`config.mk`:
```
export PLATFORM = sky130hd
export DESIGN_NAME = kf_dma_priority_arbiter_flat
export DESIGN_NICKNAME = d
export VERILOG_FILES = /design/src/rtl/kf_dma_priority_arbiter_if.sv /design/src/rtl/kf_dma_priority_arbiter.sv /design/src/flat_wrapper.sv
export SDC_FILE = /design/constraint.sdc
export NUM_CORES = 1
export LEC_CHECK = 0
export CORE_MARGIN = 2
export CORE_UTILIZATION = 35
export CTS_CLUSTER_SIZE = 20
export DETAILED_ROUTE_END_ITERATION = 12
export PLACE_DENSITY = 0.72
export SYNTH_ARGS = -nofsm -noshare
export SYNTH_HDL_FRONTEND = slang
export SYNTH_SLANG_ARGS = --single-unit
```
`constraint.sdc`:
```
create_clock -name clock -period 4.27 [get_ports clock]
set_input_delay 0.427 -clock clock [delete_from_list [all_inputs] [get_ports clock]]
set_output_delay 0.427 -clock clock [all_outputs]
set_load 0.05 [all_outputs]
```
`src/rtl/kf_dma_priority_arbiter_if.sv`:
```
// Grant handshake between the DMA request arbiter and the DMA timing/control FSM.
// The arbiter drives the grant; the controller answers with accept/done/EOP.
interface kf_dma_priority_arbiter_if #(
    parameter int CHANNELS = 4,
    parameter int CH_W     = $clog2(CHANNELS)
);
    logic                grant_valid;
    logic [CH_W-1:0]     grant_channel;
    logic [CHANNELS-1:0] grant_onehot;
    logic                grant_accept;
    logic                service_done;
    logic                end_of_process;

    // Arbiter side
    modport master (
        output grant_valid,
        output grant_channel,
        output grant_onehot,
        input  grant_accept,
        input  service_done,
        input  end_of_process
    );

    // Controller side
    modport slave (
        input  grant_valid,
        input  grant_channel,
        input  grant_onehot,
        output grant_accept,
        output service_done,
        output end_of_process
    );
endinterface

```
`src/rtl/kf_dma_priority_arbiter.sv`:
```
// KF8237-family DMA request arbiter: per-channel mask, software request and
// edge lock, fixed or rotating priority, registered offer/accept/done grant.
module kf_dma_priority_arbiter #(
    parameter int CHANNELS = 4,
    parameter int CH_W     = $clog2(CHANNELS)
) (
    input  logic                clock,
    input  logic                reset_n,
    input  logic                master_clear,
    input  logic                write_command,
    input  logic                cmd_disable,
    input  logic                cmd_rotating,
    input  logic                cmd_active_low,
    input  logic                mask_set_all,
    input  logic                mask_single,
    input  logic [CH_W-1:0]     mask_channel,
    input  logic                mask_value,
    input  logic                mask_write_all,
    input  logic [CHANNELS-1:0] mask_bus,
    input  logic                request_write,
    input  logic [CH_W-1:0]     request_channel,
    input  logic                request_value,
    input  logic [CHANNELS-1:0] edge_sense,
    input  logic [CHANNELS-1:0] dma_request,
    kf_dma_priority_arbiter_if.master gnt
);

    localparam logic [CH_W:0]   CH_COUNT = (CH_W+1)'(CHANNELS);
    localparam logic [CH_W-1:0] CH_LAST  = CH_W'(CHANNELS - 1);

    typedef enum logic [1:0] {
        ST_IDLE  = 2'd0,
        ST_OFFER = 2'd1,
        ST_BUSY  = 2'd2
    } state_t;

    state_t              state_q, state_d;
    logic [CHANNELS-1:0] mask_q, mask_d;
    logic [CHANNELS-1:0] softreq_q, softreq_d;
    logic [CHANNELS-1:0] lock_q, lock_d;
    logic [CH_W-1:0]     ptr_q, ptr_d;
    logic                cmd_disable_q, cmd_disable_d;
    logic                cmd_rotating_q, cmd_rotating_d;
    logic                cmd_active_low_q, cmd_active_low_d;
    logic [CH_W-1:0]     grant_channel_q, grant_channel_d;
    logic                grant_valid_q, grant_valid_d;
    logic [CHANNELS-1:0] grant_onehot_q, grant_onehot_d;

    logic [CHANNELS-1:0]   dreq_act;
    logic [CHANNELS-1:0]   act;
    logic                  act_any;
    logic                  in_busy;
    logic [CHANNELS-1:0]   lock_set;
    logic [2*CHANNELS-1:0] act_dbl;
    logic [CHANNELS-1:0]   act_rot;
    logic [CH_W-1:0]       base;
    logic [CH_W-1:0]       win_off;
    logic [CH_W:0]         win_sum;
    logic [CH_W-1:0]       winner;
    logic [CH_W-1:0]       ptr_after_grant;

    // DREQ at its programmed polarity, then the arbitration candidate set
    assign dreq_act = dma_request ^ {CHANNELS{cmd_active_low_q}};
    assign act      = (dreq_act & ~lock_q & ~mask_q) | softreq_q;
    assign act_any  = |act;
    assign in_busy  = (state_q == ST_BUSY);

    assign ptr_after_grant = (grant_channel_q == CH_LAST) ? '0 : grant_channel_q + 1'b1;

    // Per-channel edge lock and grant one-hot decode
    for (genvar gi = 0; gi < CHANNELS; gi++) begin : g_chan
        assign lock_set[gi] = in_busy && gnt.service_done && edge_sense[gi]
                              && (grant_channel_q == CH_W'(gi));
        // A lock survives only while the channel is edge-sensed and DREQ stays active
        assign lock_d[gi] = mask_set_all ? 1'b0 :
                            lock_set[gi] ? 1'b1 :
                            (lock_q[gi] && edge_sense[gi] && dreq_act[gi]);
        assign grant_onehot_d[gi] = grant_valid_d && (grant_channel_d == CH_W'(gi));
    end

    // Winner search: rotate candidates so the highest-priority channel sits at bit 0
    always_comb begin
        base    = cmd_rotating_q ? ptr_q : '0;
        act_dbl = {act, act} >> base;
        act_rot = act_dbl[CHANNELS-1:0];
        win_off = '0;
        for (int i = CHANNELS - 1; i >= 0; i--) begin
            if (act_rot[i]) begin
                win_off = CH_W'(i);
            end
        end
        win_sum = {1'b0, base} + {1'b0, win_off};
        if (win_sum >= CH_COUNT) begin
            win_sum = win_sum - CH_COUNT;
        end
        winner = win_sum[CH_W-1:0];
    end

    // Next-state for the grant FSM and all programmable registers
    always_comb begin
        state_d          = state_q;
        grant_channel_d  = grant_channel_q;
        ptr_d            = ptr_q;
        mask_d           = mask_q;
        softreq_d        = softreq_q;
        cmd_disable_d    = cmd_disable_q;
        cmd_rotating_d   = cmd_rotating_q;
        cmd_active_low_d = cmd_active_low_q;

        case (state_q)
            ST_IDLE: begin
                if (act_any && !cmd_disable_q) begin
                    grant_channel_d = winner;
                    state_d         = ST_OFFER;
                end
            end
            ST_OFFER: begin
                // Held offer: no re-arbitration, only accept or withdraw
                if (gnt.grant_accept) begin
                    state_d = ST_BUSY;
                end else if (!act[grant_channel_q] || cmd_disable_q) begin
                    state_d = ST_IDLE;
                end
            end
            ST_BUSY: begin
                if (gnt.service_done) begin
                    state_d = ST_IDLE;
                    if (cmd_rotating_q) begin
                        ptr_d = ptr_after_grant;
                    end
                end
            end
            default: state_d = ST_IDLE;
        endcase

        if (write_command) begin
            cmd_disable_d    = cmd_disable;
            cmd_rotating_d   = cmd_rotating;
            cmd_active_low_d = cmd_active_low;
            ptr_d            = '0;
        end

        if (mask_set_all) begin
            mask_d = '1;
        end else if (mask_single) begin
            mask_d[mask_channel] = mask_value;
        end else if (mask_write_all) begin
            mask_d = mask_bus;
        end

        // EOP clears the software request; a same-cycle request_write overrides it
        if (in_busy && gnt.end_of_process) begin
            softreq_d[grant_channel_q] = 1'b0;
        end
        if (request_write) begin
            softreq_d[request_channel] = request_value;
        end
        if (mask_set_all) begin
            softreq_d = '0;
        end

        grant_valid_d = (state_d != ST_IDLE);
    end

    // State registers with synchronous reset / master clear
    always_ff @(posedge clock) begin
        if (!reset_n || master_clear) begin
            state_q          <= ST_IDLE;
            mask_q           <= '1;
            softreq_q        <= '0;
            lock_q           <= '0;
            ptr_q            <= '0;
            cmd_disable_q    <= 1'b0;
            cmd_rotating_q   <= 1'b0;
            cmd_active_low_q <= 1'b0;
            grant_channel_q  <= '0;
            grant_valid_q    <= 1'b0;
            grant_onehot_q   <= '0;
        end else begin
            state_q          <= state_d;
            mask_q           <= mask_d;
            softreq_q        <= softreq_d;
            lock_q           <= lock_d;
            ptr_q            <= ptr_d;
            cmd_disable_q    <= cmd_disable_d;
            cmd_rotating_q   <= cmd_rotating_d;
            cmd_active_low_q <= cmd_active_low_d;
            grant_channel_q  <= grant_channel_d;
            grant_valid_q    <= grant_valid_d;
            grant_onehot_q   <= grant_onehot_d;
        end
    end

    assign gnt.grant_valid   = grant_valid_q;
    assign gnt.grant_channel = grant_channel_q;
    assign gnt.grant_onehot  = grant_onehot_q;

endmodule

```
`src/flat_wrapper.sv`:
```
// flat-port wrapper written by rule: the top's interface ports become plain ports
module kf_dma_priority_arbiter_flat 
#(
    parameter int CHANNELS = 4,
    parameter int CH_W     = $clog2(CHANNELS)
)
  (clock, reset_n, master_clear, write_command, cmd_disable, cmd_rotating, cmd_active_low, mask_set_all, mask_single, mask_channel, mask_value, mask_write_all, mask_bus, request_write, request_channel, request_value, edge_sense, dma_request, gnt_grant_valid, gnt_grant_channel, gnt_grant_onehot, gnt_grant_accept, gnt_service_done, gnt_end_of_process);
  kf_dma_priority_arbiter_if #(.CHANNELS(CHANNELS), .CH_W(CH_W)) gnt_i ();
  input  logic clock;
  input  logic reset_n;
  input  logic master_clear;
  input  logic write_command;
  input  logic cmd_disable;
  input  logic cmd_rotating;
  input  logic cmd_active_low;
  input  logic mask_set_all;
  input  logic mask_single;
  input  logic [CH_W-1:0] mask_channel;
  input  logic mask_value;
  input  logic mask_write_all;
  input  logic [CHANNELS-1:0] mask_bus;
  input  logic request_write;
  input  logic [CH_W-1:0] request_channel;
  input  logic request_value;
  input  logic [CHANNELS-1:0] edge_sense;
  input  logic [CHANNELS-1:0] dma_request;
  output wire logic [$bits(gnt_i.grant_valid)-1:0] gnt_grant_valid;
  output wire logic [$bits(gnt_i.grant_channel)-1:0] gnt_grant_channel;
  output wire logic [$bits(gnt_i.grant_onehot)-1:0] gnt_grant_onehot;
  input wire logic [$bits(gnt_i.grant_accept)-1:0] gnt_grant_accept;
  input wire logic [$bits(gnt_i.service_done)-1:0] gnt_service_done;
  input wire logic [$bits(gnt_i.end_of_process)-1:0] gnt_end_of_process;
  assign gnt_grant_valid = gnt_i.grant_valid;
  assign gnt_grant_channel = gnt_i.grant_channel;
  assign gnt_grant_onehot = gnt_i.grant_onehot;
  assign gnt_i.grant_accept = gnt_grant_accept;
  assign gnt_i.service_done = gnt_service_done;
  assign gnt_i.end_of_process = gnt_end_of_process;
  kf_dma_priority_arbiter #(.CHANNELS(CHANNELS), .CH_W(CH_W)) u_core (.clock(clock), .reset_n(reset_n), .master_clear(master_clear), .write_command(write_command), .cmd_disable(cmd_disable), .cmd_rotating(cmd_rotating), .cmd_active_low(cmd_active_low), .mask_set_all(mask_set_all), .mask_single(mask_single), .mask_channel(mask_channel), .mask_value(mask_value), .mask_write_all(mask_write_all), .mask_bus(mask_bus), .request_write(request_write), .request_channel(request_channel), .request_value(request_value), .edge_sense(edge_sense), .dma_request(dma_request), .gnt(gnt_i));
endmodule
```
## Word-level counts from Yosys, hierarchy flattened

Cells that the tools add are included.

| storage, ports and cells | value |
|---|---|
| output and inout bits | 7 |
| word-level logic and storage cells | 110 |
| input bits | 32 |
| bits in registers | 26 |

| operators by class | value |
|---|---|
| $add $sub $neg | 3 |
| shift-type cells | 1 |
| eq/ne operators | 8 |
| bitwise logic cells | 8 |
| $lt $le $gt $ge | 7 |
| muxes and demuxes | 32 |
| reduce and logical (&&, ||, !) cells | 40 |

Operators by type and width:

| kind | count |
|---|---|
| $logic_and 1x1->1 | 26 |
| $mux 2 | 13 |
| $mux 4 | 4 |
| $and 4x4->4 | 3 |
| $not 4->4 | 3 |
| $eq 2x2->1 const B | 5 |
| $lt 2x3->1 const B | 3 |
| $bwmux 4 | 2 |
| $mux 1 | 8 |
| $shr 8x2->4 | 1 |
| $demux 1 s2 | 3 |
| $eq 2x1->1 const B | 3 |
| $ge 2x1->1 const B | 3 |
| $logic_not 2->1 | 3 |
| $pmux 2 s3 | 1 |
| $or 4x4->4 | 1 |
| $reduce_bool 2->1 | 2 |
| $reduce_or 2->1 | 2 |
| $reduce_or 4->1 | 1 |
| $xor 4x4->4 | 1 |
| $add 2x2->3 | 1 |
| $ge 3x3->1 const B | 1 |
| $logic_not 1->1 | 3 |
| $reduce_and 3->1 | 1 |
| other kinds (4) | 5 |

## Longest topological paths before layout

| logic depth | value |
|---|---|
| word-level depth | 16 |
| depth in mapped cells | 12 |
| depth with buffers taken out | 11 |

## Worst setup path after synthesis

OpenSTA, ideal clock, no wires.

| timing | value |
|---|---|
| path kind | reg2reg |
| start | register u_core.cmd_active_low_q |
| end | register u_core.grant_onehot_q[2] (netlist: u_core.gnt.grant_onehot[2]) |
| data required time | 4.206 ns |
| buffers on the path | 1 |
| setup time | 0.064 ns |
| setup slack | 2.067 ns |
| cell stages (with the launch flop) | 12 |
| data arrival time | 2.139 ns |
| clock period less this slack | 2.203 ns |
| path through | dfxtp_1 buf_6 xor2_2 a21o_1 o22ai_1 a211oi_1 a21oi_1 ha_1 xnor2_1 a211o_1 and3_4 nor2_1 |

| on the way | value |
|---|---|
| word-level cells in the longest chain between the ends | 16 |
| elaborated cells between the ends (all ways) | 28 |
| classes of those cells | add/sub: 2; order compare: 1; eq/ne: 1; shift: 1; mux: 13; bitwise: 4; reduce/logical: 6 |

Ends and longest elaborated chain:

| item | line | source |
|---|---|---|
| from (decl) | kf_dma_priority_arbiter.sv:44 | `logic cmd_active_low_q, cmd_active_low_d;` |
| from (signal assigned) | kf_dma_priority_arbiter.sv:187 | `cmd_active_low_q <= cmd_active_low_d;` |
| $xor 4x4->4 * | kf_dma_priority_arbiter.sv:63 | `assign dreq_act = dma_request ^ {CHANNELS{cmd_active_low_q}};` |
| $and 4x4->4 * (2 in a row) | kf_dma_priority_arbiter.sv:64 | `assign act = (dreq_act & ~lock_q & ~mask_q) \| softreq_q;` |
| $or 4x4->4 * | kf_dma_priority_arbiter.sv:64 |  |
| $shr 8x2->4 | kf_dma_priority_arbiter.sv:84 | `act_dbl = {act, act} >> base;` |
| $mux 2 (4 in a row) | kf_dma_priority_arbiter.sv:88 | `if (act_rot[i]) begin` |
| $add 2x2->3 | kf_dma_priority_arbiter.sv:92 | `win_sum = {1'b0, base} + {1'b0, win_off};` |
| $ge 3x3->1 / $sub 2x1->2 (equally long branches) | kf_dma_priority_arbiter.sv:93, kf_dma_priority_arbiter.sv:94 |  |
| $mux 2 | kf_dma_priority_arbiter.sv:93 | `if (win_sum >= CH_COUNT) begin` |
| $mux 2 | kf_dma_priority_arbiter.sv:112 | `if (act_any && !cmd_disable_q) begin` |
| $mux 2 | kf_dma_priority_arbiter.sv:110 | `case (state_q)` |
| $eq 2x2->1 | kf_dma_priority_arbiter.sv:78 | `assign grant_onehot_d[gi] = grant_valid_d && (grant_channel_d == CH_W'(gi));` |
| $logic_and 1x1->1 * | kf_dma_priority_arbiter.sv:78 |  |
| to (signal assigned) | kf_dma_priority_arbiter.sv:190 | `grant_onehot_q <= grant_onehot_d;` |
| to (decl) | kf_dma_priority_arbiter.sv:47 | `logic [CHANNELS-1:0] grant_onehot_q, grant_onehot_d;` |

Mark *: on every way between the ends. The rest lies on a longest branch, timed or not. The select of a mux whose other input is x is not followed.
A chain may end at the register's enable or synchronous reset.

## Worst setup path after layout

| timing | value |
|---|---|
| start | register u_core.cmd_active_low_q |
| end | register u_core.grant_onehot_q[3] (netlist: u_core.gnt.grant_onehot[3]) |

The elaborated chain is that of the path after synthesis.

==> impl_metrics.yaml <==
place:
  dp_cells: 257
  port_buffers: 38
  pre_cts_slack_ps: 1450
  gp_congestion: 0.838
  dp_hpwl_mm: 2.66
  placed_cell_area_um2: 1930
grt:
  grt_max_degree: 14
  grt_pass1_wl_mm: 5.66
  grt_util_all_layers_pct: 14.2
  grt_pass1_vias: 1263
  antenna_found_initial: 0
  grt-ovfl-total: 0
route:
  antenna_left: 0
  num_vias: 1330
  firstDrtPassIters: 4
  wirelength_mm: 3.24
  drc: 0
  drt-initial-drc-count: 38
  viasPerCell: 5.12
  wire_per_inst_um: 12.5
layout:
  diodes: 0
  final_cell_mix: "38 x clkdlybuf4s50_1, 26 x dfxtp_1, 24 x nor2_1"
  post-route-cell-area_um2: 1970
  ff_latch_area_um2: 520
  syn_to_final_growth_pct: 30.5
  final_common_cell: "clkdlybuf4s50_1"
  multi_input_comb_area_um2: 946
  num-fill-cells: 415
  final_cells: 260
  finalNetCount: 249
  drive_above_1_share_pct: 8.57
worst_setup_path:
  cp_num_buf_inv: 0
  endpoint_kind: "flop"
  cp_top_family: "compound AO/OA/AOI/OAI gates"
  crit_slowest_cell: "dfxtp_1"
  path_class: "reg -> reg"
  arrival_ps: 2810
  required_ps: 4480
  path_max_fanout: 5
  startpoint_type: "flop"
  crit_chain: "xor2_2, a21o_1, o22ai_1, a211oi_1, a21oi_1, ha_1, xnor2_1, a211o_1, and3_4, nor2_1"
  slowest_delay_ps: 690
clocking:
  clk-insertion-delay-late_ps: 260
  root_buffer: "clkbuf_8"
  cts_buffers: 3
  cts.hold.buffers_added: 0
  cts_sinks: 26
  cts_tree: "done"
  cts.path.max_buffers: 2
  path_clk_slew_ps: 80
  postCtsSetupBuffers: 0
  htree_levels: 1
  cts_resized: 0
floorplanning:
  die-area_um2: 4860
  start_util_pct: 37.0
  core_area_um2: 4090
  die_w_um: 69.7
  fp.dieH_um: 69.7
  core.rowCount: 23
  io-pin-count: 39
timing:
  fin_crit_sh_pct: 60.9
  worst_slack_ps: 1670
  setup_viol: 0
  min_period_ps: 2600
  relSlewSlack_pct: 61.7
  clock_skew_ps: 0.705
  drv_slew: 0
  fin_setup_tns_ps: 0
  fmax_mhz: 384
  hold_viol_final: 0
  rsz0062_at_grt: "false"
  worstMarginPinSlew_ps: 574
run_status:
  status: "finished clean"
power_and_ir_drop:
  pwr_density_cell_nw_per_um2: 232
  peakVddDrop_uv: 188
  p_leak_uw: 0.000729
yosys:
  syn_nets: 210
  synthArstFlopShare_pct: 0
  ys_seq_area_share_pct: 34.4
  synth-edff-count: 0
  syn_avg_cell_area_um2: 8.74
  synthFlopType: "dfxtp_1"
  ys_types: 39
  yosys_register_bits: 26
  netlist_area_um2: 1510
  synthCells: 173
  yosys_warnings: 0
job:
  cap_viol_max_count: 0
min_path:
  hp-class: "reg -> reg"
==> layer usage <==
layer	vias to the layer above	GRT usage, %	routed length (µm)
li1	697	-	-
met1	613	18.9	1580
met2	18	23.7	1550
met3	2	2.76	85
met4	0	3.21	30
met5	-	0	0
==> where the power goes <==
group          internal, µW  switching [µW]
Combinational          41.6            32.1
Sequential              245            3.54
Clock                  63.1            71.8
Total                   350             107
==> state kept, by name (all words and copies together), names as in the netlist <==
| signal | count |
|---|---|
| u_core.state_q | 2 |
| u_core.cmd_rotating_q | 1 |
| u_core.cmd_active_low_q | 1 |
| u_core.gnt.grant_channel | 2 |
| u_core.cmd_disable_q | 1 |
| u_core.ptr_q | 2 |
| u_core.mask_q | 4 |
| u_core.gnt.grant_onehot | 4 |
| u_core.softreq_q | 4 |
| u_core.lock_q | 4 |
| u_core.gnt.grant_valid | 1 |
==> cell type report <==
| cell class | count | share of cell area (%) |
|---|---|---|
| clock buffer | 3 | 2.09 |
| inverter | 6 | 1.14 |
| multi-input combinational | 137 | 47.9 |
| sequential | 26 | 26.4 |
| tap | 50 | 3.17 |
| timing repair buffer | 38 | 19.3 |
==> path summary, 6_finish.rpt <==
| path | cells after the start | slack [ps] | endpoint | startpoint |
|---|---|---|---|---|
| worst max-delay path | 10 | 1670 | u_core.gnt.grant_onehot[3] | u_core.cmd_active_low_q |
| worst min-delay path | 2 | 500 | u_core.mask_q[1] | u_core.mask_q[1] |
| worst max register to register | 10 | 1670 | u_core.gnt.grant_onehot[3] | u_core.cmd_active_low_q |
| worst min register to register | 2 | 500 | u_core.mask_q[1] | u_core.mask_q[1] |
==> worst register-to-register path, stage by stage (launching register included) <==
cell and delay, ps:
dfxtp_1 690, xor2_2 280, a21o_1 250, o22ai_1 120, a211oi_1 240, a21oi_1 70, ha_1 190, xnor2_1 140
a211o_1 290, and3_4 190, nor2_1 90
==> logic make-up (layout without fill, tap and decap cells) <==
kind of cell | after synthesis | after routing | share of synthesized area, %
buf+inv | 10 | 47 | 2.98
fa+ha+maj | 5 | 5 | 4.14
compound gates | 41 | 41 | 21.2
xor+xnor | 5 | 5 | 6.37
flops | 26 | 26 | 34.4
simple gates | 78 | 78 | 25.6
mux | 8 | 8 | 5.30
==> cell usage after synthesis (4+ instances only) <==
master	instances	area share (%)
nand3_1	12	4.0
a22oi_1	4	2.0
inv_1	6	1.5
mux2i_1	8	5.3
nand2b_1	4	1.7
nor2_1	24	6.0
nor3_1	6	2.0
dfxtp_1	26	34
nand2_1	15	3.7
nor3b_1	5	2.5
a211oi_1	6	3.0
a21oi_1	8	2.6
ha_1	5	4.1
==> through the flow <==
step	util (%)	total power, µW	hold WS [ps]
after floorplan	-	289	459
after global placement	47.3	328	476
after detailed placement	47.3	329	488
after CTS	48.3	464	500
after global routing	48.3	482	512
final	48.3	457	498
Note: power is estimated with default switching activity, not from simulation.
